===== src/rtl/dm_port_if.sv =====
// Data-memory port bundle shared by the core, the host and the arbiter.
// The arbiter takes the slave modport. The core/host/memory side takes the master modport.
interface dm_port_if #(
  parameter int DMA_SIZE = 17,
  parameter int DMD_SIZE = 16
);
  logic                ps_dm_cslt;
  logic                ps_dm_wrb;
  logic [DMA_SIZE-1:0] dg_dm_add;
  logic [DMD_SIZE-1:0] bc_dt;
  logic                hst_req;
  logic                hst_wrb;
  logic [DMA_SIZE-1:0] hst_add;
  logic [DMD_SIZE-1:0] hst_wdt;
  logic [DMD_SIZE-1:0] dm_arb_rdt;
  logic                arb_dm_cslt;
  logic                arb_dm_wrb;
  logic [DMA_SIZE-1:0] arb_dm_add;
  logic [DMD_SIZE-1:0] arb_dm_wdt;
  logic                arb_ps_stall;
  logic                hst_ack;
  logic [DMD_SIZE-1:0] hst_rdt;

  modport slave (
    input  ps_dm_cslt, ps_dm_wrb, dg_dm_add, bc_dt,
    input  hst_req, hst_wrb, hst_add, hst_wdt, dm_arb_rdt,
    output arb_dm_cslt, arb_dm_wrb, arb_dm_add, arb_dm_wdt,
    output arb_ps_stall, hst_ack, hst_rdt
  );

  modport master (
    output ps_dm_cslt, ps_dm_wrb, dg_dm_add, bc_dt,
    output hst_req, hst_wrb, hst_add, hst_wdt, dm_arb_rdt,
    input  arb_dm_cslt, arb_dm_wrb, arb_dm_add, arb_dm_wdt,
    input  arb_ps_stall, hst_ack, hst_rdt
  );
endinterface


===== src/rtl/dm_port_arbiter.sv =====
// Shares one data-memory port between the core (default owner) and a host.
// The host steals a single cycle, and only when the core is idle or has starved it long enough.
module dm_port_arbiter #(
  parameter int DMA_SIZE   = 17,
  parameter int DMD_SIZE   = 16,
  parameter int STARVE_MAX = 8
) (
  input  logic     clk,
  input  logic     rst,
  dm_port_if.slave bus
);

  typedef enum logic [1:0] {
    CORE       = 2'd0,
    HOST_ISSUE = 2'd1,
    HOST_DONE  = 2'd2
  } state_t;

  localparam int                CNT_W       = (STARVE_MAX > 1) ? $clog2(STARVE_MAX) : 1;
  localparam logic [CNT_W-1:0]  CNT_ZERO    = {CNT_W{1'b0}};
  localparam logic [CNT_W-1:0]  STARVE_LAST = CNT_W'(STARVE_MAX - 1);
  localparam logic [DMA_SIZE-1:0] ADD_ZERO  = {DMA_SIZE{1'b0}};
  localparam logic [DMD_SIZE-1:0] DATA_ZERO = {DMD_SIZE{1'b0}};

  state_t              state_r, state_s;
  logic [CNT_W-1:0]    starve_cnt_r, starve_cnt_s;
  logic                host_wr_prev_r;
  logic                hst_wrb_r;
  logic [DMD_SIZE-1:0] hst_wdt_r;

  logic                dm_cslt_s;
  logic                dm_wrb_s;
  logic [DMA_SIZE-1:0] dm_add_s;
  logic [DMD_SIZE-1:0] dm_wdt_s;
  logic                stall_s;
  logic                ack_s;
  logic [DMD_SIZE-1:0] rdt_s;

  // Next state and starvation count; the count reaching its limit forces the host in
  always_comb begin
    state_s      = state_r;
    starve_cnt_s = starve_cnt_r;
    case (state_r)
      CORE: begin
        if (!bus.hst_req) begin
          starve_cnt_s = CNT_ZERO;
        end else if (!bus.ps_dm_cslt || (starve_cnt_r == STARVE_LAST)) begin
          state_s      = HOST_ISSUE;
          starve_cnt_s = CNT_ZERO;
        end else begin
          starve_cnt_s = starve_cnt_r + CNT_W'(1);
        end
      end
      HOST_ISSUE: state_s = HOST_DONE;
      HOST_DONE:  state_s = CORE;
      default: begin
        state_s      = CORE;
        starve_cnt_s = CNT_ZERO;
      end
    endcase
  end

  // State, starvation count, captured host op and previous-cycle write owner
  always_ff @(posedge clk or posedge rst) begin
    if (rst) begin
      state_r        <= CORE;
      starve_cnt_r   <= CNT_ZERO;
      host_wr_prev_r <= 1'b0;
      hst_wrb_r      <= 1'b0;
      hst_wdt_r      <= DATA_ZERO;
    end else begin
      state_r        <= state_s;
      starve_cnt_r   <= starve_cnt_s;
      host_wr_prev_r <= (state_r == HOST_ISSUE) && bus.hst_wrb;
      if (state_r == HOST_ISSUE) begin
        hst_wrb_r <= bus.hst_wrb;
        hst_wdt_r <= bus.hst_wdt;
      end
    end
  end

  // Port steering; write data trails the issue by one cycle, so it follows last cycle's owner
  always_comb begin
    dm_cslt_s = 1'b0;
    dm_wrb_s  = 1'b0;
    dm_add_s  = ADD_ZERO;
    dm_wdt_s  = DATA_ZERO;
    stall_s   = 1'b0;
    ack_s     = 1'b0;
    rdt_s     = DATA_ZERO;
    if (rst) begin
      dm_cslt_s = 1'b0;
    end else begin
      dm_cslt_s = bus.ps_dm_cslt;
      dm_wrb_s  = bus.ps_dm_wrb;
      dm_add_s  = bus.dg_dm_add;
      if (host_wr_prev_r) begin
        dm_wdt_s = hst_wdt_r;
      end else begin
        dm_wdt_s = bus.bc_dt;
      end
      case (state_r)
        CORE: stall_s = 1'b0;
        HOST_ISSUE: begin
          dm_cslt_s = 1'b1;
          dm_wrb_s  = bus.hst_wrb;
          dm_add_s  = bus.hst_add;
          stall_s   = 1'b1;
        end
        HOST_DONE: begin
          ack_s = 1'b1;
          if (hst_wrb_r) begin
            rdt_s = DATA_ZERO;
          end else begin
            rdt_s = bus.dm_arb_rdt;
          end
        end
        default: stall_s = 1'b0;
      endcase
    end
  end

  assign bus.arb_dm_cslt  = dm_cslt_s;
  assign bus.arb_dm_wrb   = dm_wrb_s;
  assign bus.arb_dm_add   = dm_add_s;
  assign bus.arb_dm_wdt   = dm_wdt_s;
  assign bus.arb_ps_stall = stall_s;
  assign bus.hst_ack      = ack_s;
  assign bus.hst_rdt      = rdt_s;

endmodule


===== src/flat_wrapper.sv =====
// flat-port wrapper written by rule: the top's interface ports become plain ports
module dm_port_arbiter_flat 
#(
  parameter int DMA_SIZE   = 17,
  parameter int DMD_SIZE   = 16,
  parameter int STARVE_MAX = 8
)
  (clk, rst, bus_ps_dm_cslt, bus_ps_dm_wrb, bus_dg_dm_add, bus_bc_dt, bus_hst_req, bus_hst_wrb, bus_hst_add, bus_hst_wdt, bus_dm_arb_rdt, bus_arb_dm_cslt, bus_arb_dm_wrb, bus_arb_dm_add, bus_arb_dm_wdt, bus_arb_ps_stall, bus_hst_ack, bus_hst_rdt);
  dm_port_if #(.DMA_SIZE(DMA_SIZE), .DMD_SIZE(DMD_SIZE)) bus_i ();
  input  logic clk;
  input  logic rst;
  input wire logic [$bits(bus_i.ps_dm_cslt)-1:0] bus_ps_dm_cslt;
  input wire logic [$bits(bus_i.ps_dm_wrb)-1:0] bus_ps_dm_wrb;
  input wire logic [$bits(bus_i.dg_dm_add)-1:0] bus_dg_dm_add;
  input wire logic [$bits(bus_i.bc_dt)-1:0] bus_bc_dt;
  input wire logic [$bits(bus_i.hst_req)-1:0] bus_hst_req;
  input wire logic [$bits(bus_i.hst_wrb)-1:0] bus_hst_wrb;
  input wire logic [$bits(bus_i.hst_add)-1:0] bus_hst_add;
  input wire logic [$bits(bus_i.hst_wdt)-1:0] bus_hst_wdt;
  input wire logic [$bits(bus_i.dm_arb_rdt)-1:0] bus_dm_arb_rdt;
  output wire logic [$bits(bus_i.arb_dm_cslt)-1:0] bus_arb_dm_cslt;
  output wire logic [$bits(bus_i.arb_dm_wrb)-1:0] bus_arb_dm_wrb;
  output wire logic [$bits(bus_i.arb_dm_add)-1:0] bus_arb_dm_add;
  output wire logic [$bits(bus_i.arb_dm_wdt)-1:0] bus_arb_dm_wdt;
  output wire logic [$bits(bus_i.arb_ps_stall)-1:0] bus_arb_ps_stall;
  output wire logic [$bits(bus_i.hst_ack)-1:0] bus_hst_ack;
  output wire logic [$bits(bus_i.hst_rdt)-1:0] bus_hst_rdt;
  assign bus_i.ps_dm_cslt = bus_ps_dm_cslt;
  assign bus_i.ps_dm_wrb = bus_ps_dm_wrb;
  assign bus_i.dg_dm_add = bus_dg_dm_add;
  assign bus_i.bc_dt = bus_bc_dt;
  assign bus_i.hst_req = bus_hst_req;
  assign bus_i.hst_wrb = bus_hst_wrb;
  assign bus_i.hst_add = bus_hst_add;
  assign bus_i.hst_wdt = bus_hst_wdt;
  assign bus_i.dm_arb_rdt = bus_dm_arb_rdt;
  assign bus_arb_dm_cslt = bus_i.arb_dm_cslt;
  assign bus_arb_dm_wrb = bus_i.arb_dm_wrb;
  assign bus_arb_dm_add = bus_i.arb_dm_add;
  assign bus_arb_dm_wdt = bus_i.arb_dm_wdt;
  assign bus_arb_ps_stall = bus_i.arb_ps_stall;
  assign bus_hst_ack = bus_i.hst_ack;
  assign bus_hst_rdt = bus_i.hst_rdt;
  dm_port_arbiter #(.DMA_SIZE(DMA_SIZE), .DMD_SIZE(DMD_SIZE), .STARVE_MAX(STARVE_MAX)) u_core (.clk(clk), .rst(rst), .bus(bus_i));
endmodule

===== config.mk =====
export PLATFORM = sky130hd
export DESIGN_NAME = dm_port_arbiter_flat
export DESIGN_NICKNAME = d
export VERILOG_FILES = /design/src/rtl/dm_port_if.sv /design/src/rtl/dm_port_arbiter.sv /design/src/flat_wrapper.sv
export SDC_FILE = /design/constraint.sdc
export NUM_CORES = 1
export LEC_CHECK = 0
export BUFFER_PORTS_ARGS = -buffer_cell sky130_fd_sc_hd__buf_2
export CAP_MARGIN = 10
export CELL_PAD_IN_SITES_DETAIL_PLACEMENT = 2
export CELL_PAD_IN_SITES_GLOBAL_PLACEMENT = 2
export CORE_MARGIN = 2
export CORE_UTILIZATION = 19
export DETAILED_ROUTE_END_ITERATION = 8
export PLACE_DENSITY = 0.75
export SYNTH_ARGS = -nofsm -noshare
export SYNTH_HDL_FRONTEND = slang
export SYNTH_SLANG_ARGS = --single-unit

===== constraint.sdc =====
create_clock -name clk -period 1.91 [get_ports clk]
set_input_delay 0.0955 -clock clk [delete_from_list [all_inputs] [get_ports clk]]
set_output_delay 0.0955 -clock clk [all_outputs]
set_load 0.01 [all_outputs]

======== Yosys cells after proc, flatten, opt, wreduce, memory -nomap -nowiden ========
Index checks and enable logic that the tools add are counted.
storage, ports and cells
  register bits ........................... 23
  logic and storage cells ................. 38
  bits of input ports ..................... 88
cells by class
  reduce and logical (&&, ||, !) cells .... 6
  mux-type cells .......................... 21
  equal/unequal tests ..................... 5
  add/sub/neg operators ................... 1
operators with widths
  kind                 number
  $mux 16              5
  $mux 17              2
  $mux 1               8
  $mux 3               2
  $pmux 3 s2           1
  $mux 2               2
  $pmux 2 s2           1
  $add 3x1->3 const B  1
  $eq 3x3->1 const B   1
  $eq 2x1->1 const B   1
  $eq 2x2->1 const B   1
  $logic_not 2->1      1
  $ne 2x1->1 const B   1
  $ne 2x2->1 const B   1
  $reduce_and 2->1     1
  $reduce_or 2->1      1
  $logic_and 1x1->1    1
  $logic_not 1->1      1
  $logic_or 1x1->1     1

======== Depth between registers and ports, before layout ========
  depth in word-level cells ............... 5
  depth in mapped cells ................... 6
  mapped depth without buffers ............ 5

======== Worst setup path after synthesis ========
No wires, ideal clock.
  path type ............................... register to register
  start point ............................. register u_core.starve_cnt_r[0]
  end point ............................... register u_core.state_r[1]
  data required time ...................... 1.785 ns
  data arrival time ....................... 1.401 ns
  buffers on the path ..................... 0
  path slack .............................. 0.385 ns
  library setup time ...................... 0.125 ns
  cell stages (with the launch flop) ...... 6
  cells stage by stage .................... dfrtp_1 ha_1 ha_1 nand2b_1 a21boi_0 mux2_2
on the way
  cells in the longest elaborated chain, start to end .. 4
ends and longest elaborated chain
  item                               line                   source
  from (decl)                        dm_port_arbiter.sv:26  logic [CNT_W-1:0] starve_cnt_r, starve_cnt_s;
  from (signal assigned)             dm_port_arbiter.sv:73  starve_cnt_r <= starve_cnt_s;
  $eq 3x3->1                         dm_port_arbiter.sv:47  end else if (!bus.ps_dm_cslt || (starve_cnt_r == STARVE_LAST)) begin
  $logic_or 1x1->1                   dm_port_arbiter.sv:47
  $ne 2x1->1 (no source line)        --
  $reduce_and 2->1 (no source line)  --
  to (signal assigned)               dm_port_arbiter.sv:72  state_r <= state_s;
  to (decl)                          dm_port_arbiter.sv:25  state_t state_r, state_s;
Every way passes these cells.
A chain may end at the register's enable or synchronous reset.

======== Final worst setup path ========
  start point ............................. register u_core.state_r[1]
  end point ............................... output port bus_arb_dm_add[11]
on the way
  cells in the longest elaborated chain, start to end .. 3
ends and longest elaborated chain
  item        line                    source
  $eq 2x1->1  dm_port_arbiter.sv:102  case (state_r)
  $mux 17     dm_port_arbiter.sv:102
  $mux 17     dm_port_arbiter.sv:91   if (rst) begin
  to (decl)   flat_wrapper.sv:23      output wire logic [$bits(bus_i.arb_dm_add)-1:0] bus_arb_dm_add;
Every way passes these cells.

==> results.py <==
metrics = {
    "worst_setup_path": {
        "worstPathCellList": "inv_1, ha_4, buf_12, mux2i_1, nor2_1, buf_2",
        "cp.required_ns": 1.81,
        "crit_type": "flip-flop to output pin",
        "critPathArrivalTime_ns": 1.65,
        "worstSetupStartpointType": "flip-flop",
        "worstRegToRegCells": 5,
        "slowest_stage": "dfrtp_1",
        "critical-path-max-stage-delay_ns": 0.40,
        "cp-end-kind": "output pin",
        "crit_fanout": 22,
        "crit_family": "buffers and inverters",
        "worst-path-stages": 6,
        "critPathBufInv": 3,
    },
    "timing": {
        "hold_slack_ns": 0.0609,
        "finalWorstSetupSlack_ns": 0.162,
        "fin_skew_ns": 0.00467,
        "drv_slew": 0,
        "finalSetupViolations": 0,
        "fin_crit_sh": 0.915,
        "slew_headroom": 0.704,
        "fmax_ghz": 0.572,
        "period_minus_slack_ns": 1.75,
        "hold_viol": 0,
        "tightest_slew_ns": 0.443,
    },
    "layout": {
        "syn_to_final_growth_pct": 55.2,
        "layout_commonest_cell": "buf_2",
        "most-common-layout-cells": "140 x buf_2, 35 x nor2_1, 33 x mux2i_1, 23 x dfrtp_1, 18 x mux2_2",
        "antenna_cells": 0,
        "stdcell_count": 403,
        "fin_nets": 392,
        "drive_above_1_share": 0.564,
        "fin_util": 0.302,
        "fill_cells": 975,
        "final_area_um2": 2460,
    },
    "clocking": {
        "h-tree-depth": 1,
        "insertion_delay_ns": 0.26,
        "cts_tree": "yes",
        "clock_path_buffers": 2,
        "cts_hold_buffers": 0,
        "clk_pin_slew_ns": 0.08,
        "cts_root_buf": "clkbuf_8",
        "clkSinkCount": 23,
        "cts_buffers": 3,
    },
    "outcome": {
        "status": "complete, no violations",
    },
    "pwr": {
        "p_leak_uw": 0.00138,
        "p_int_uw": 1540,
        "clkPwrFrac": 0.125,
        "power_frac_seq": 0.340,
        "irDropWorstVdd_mv": 0.418,
        "power_switching_uw": 891,
        "powerDensity_nw_per_um2": 986,
        "switching_share": 0.367,
        "combinationalPowerShare": 0.536,
    },
    "route": {
        "wl_per_cell_um": 14.4,
        "drt_iter0_drc": 11,
        "drtAntennaViolNets": 0,
        "wirelength_um": 5800,
        "vias": 1753,
        "drc": 0,
        "dr.pass1.iters": 2,
        "via_per_inst": 4.35,
    },
    "synth": {
        "syn-num-nets": 254,
        "synth_cell_types": 21,
        "synth_mux_area_frac": 0.336,
        "ys_warn_count": 0,
        "yosys.area_share.simple": 0.175,
        "ys_seq_elements": 23,
        "synth_fa_ha_area_frac": 0.0394,
        "synth_top_family_by_area": "multiplexers",
        "avgSynthCellArea_um2": 9.86,
        "syn_inst": 161,
        "synth.yosys.seq_area_share": 0.362,
        "synthXorXnorAreaFrac": 0,
        "synth-compound-area-share": 0.0252,
        "synth_area_um2": 1590,
    },
    "placement": {
        "dpl.hpwl_um": 4760,
        "placed_area_um2": 2400,
        "place_congestion": 0.675,
        "port_buffers": 140,
        "dp_cells": 399,
        "place_ws_ns": 0.259,
    },
    "global_route": {
        "use_met3": 0.0292,
        "grt_use_met2": 0.241,
        "overflow": 0,
        "antenna_found_initial": 0,
        "grt_max_degree": 38,
        "grt_usage": 0.120,
        "grt_pass1_wl_um": 8650,
        "grt_pass1_vias": 1818,
        "grtUsageMet1": 0.128,
        "top_usage_layer": "met2",
    },
    "die": {
        "fp.dieH_um": 95.4,
        "ios": 141,
        "die_x_um": 95.4,
        "initial_core_util": 0.194,
        "dieArea_um2": 9100,
        "design.core.area_um2": 8180,
        "num_rows": 33,
    },
    "job": {
        "drv_cap": 0,
    },
    "min_path": {
        "hold_class": "primary input to flip-flop",
        "hold-path-cell-count": 2,
    },
}
==> cell families after synthesis <==
family                   after synthesis
AND/OR/NAND/NOR                       59
adder cells (fa/ha/maj)                5
multiplexers                          51
buffers and inverters                 17
AO/OA/AOI/OAI                          6
flip-flops                            23
==> metal layers <==
layer  share of wire  vias to the layer above
li1                -                      822
met1            0.33                      869
met2            0.59                       58
met3           0.076                        4
met4          0.0062                        0
met5               0                        -
==> worst reg2reg max path, stage by stage (launching register included) <==
cell      delay (ns)
dfrtp_1         0.39
ha_1            0.20
ha_1            0.19
nand2b_1        0.18
a21boi_0        0.22
mux2_2          0.35
==> power by group through the flow <==
stage / logic, uW / registers, uW / clock network, uW
detailed placement: 1320 / 837 / 0
finish: 1300 / 826 / 303
global route: 1440 / 860 / 345
CTS: 1330 / 828 / 323
global placement: 1270 / 825 / 0
floorplan: 927 / 796 / 0
==> timing repair <==
action                                  CTS  global route
gates resized for setup                   1             1
setup buffers                             0             0
hold endpoints to repair                  0             0
endpoints found under the setup margin    2            16
==> registers in the layout, summed over array words and instances, names as in the netlist <==
name,flops
u_core.host_wr_prev_r,1
u_core.hst_wrb_r,1
u_core.starve_cnt_r,3
u_core.state_r,2
u_core.hst_wdt_r,16
==> cell type report <==
type	instances	area [um^2]	area share
clock buffers	4	45.0	0.0183
inverters	5	18.8	0.00761
multi-input cells	121	931	0.378
flip-flops and latches	23	576	0.234
well taps	105	131	0.0533
repair buffers	145	763	0.310
==> final timing paths <==
check | end | start | slack [ns]
hold reg to reg | u_core.hst_wdt_r[4] | u_core.hst_wdt_r[4] | 0.51
max in group asynchronous | u_core.hst_wdt_r[13] | rst | 1.31
min in group asynchronous | u_core.hst_wdt_r[11] | rst | 0.17
setup / recovery | bus_arb_dm_add[11] | u_core.state_r[1] | 0.16
setup reg to reg | u_core.state_r[1] | u_core.starve_cnt_r[0] | 0.27
hold / removal | u_core.hst_wdt_r[2] | bus_hst_wdt[2] | 0.06
==> through the flow <==
| step | setup TNS, ns | power, uW |
|---|---|---|
| floorplan | 0 | 1720 |
| global placement | 0 | 2100 |
| detailed placement | 0 | 2160 |
| CTS | 0 | 2480 |
| global route | -0.00561 | 2650 |
| finish | 0 | 2430 |
==> synth_stat cells <==
master    instances  area [um^2]
buf_2             7         35.0
nor3_1            1         5.00
a22o_1            2         17.5
nor2_1           35          131
buf_6             1         11.3
dfrtp_1          23          576
a21oi_1           2         10.0
a21boi_0          1         7.51
buf_8             1         15.0
nand2_1           2         7.51
nand2b_1          2         12.5
inv_1             5         18.8
ha_1              5         62.6
o21ai_0           1         5.00
nor2b_1           2         12.5
and3_1           16          100
buf_4             2         15.0
clkbuf_1          1         3.75
mux2i_1          33          330
nor2b_2           1         8.76
mux2_2           18          203
Note: power is estimated with default switching activity, not from simulation.
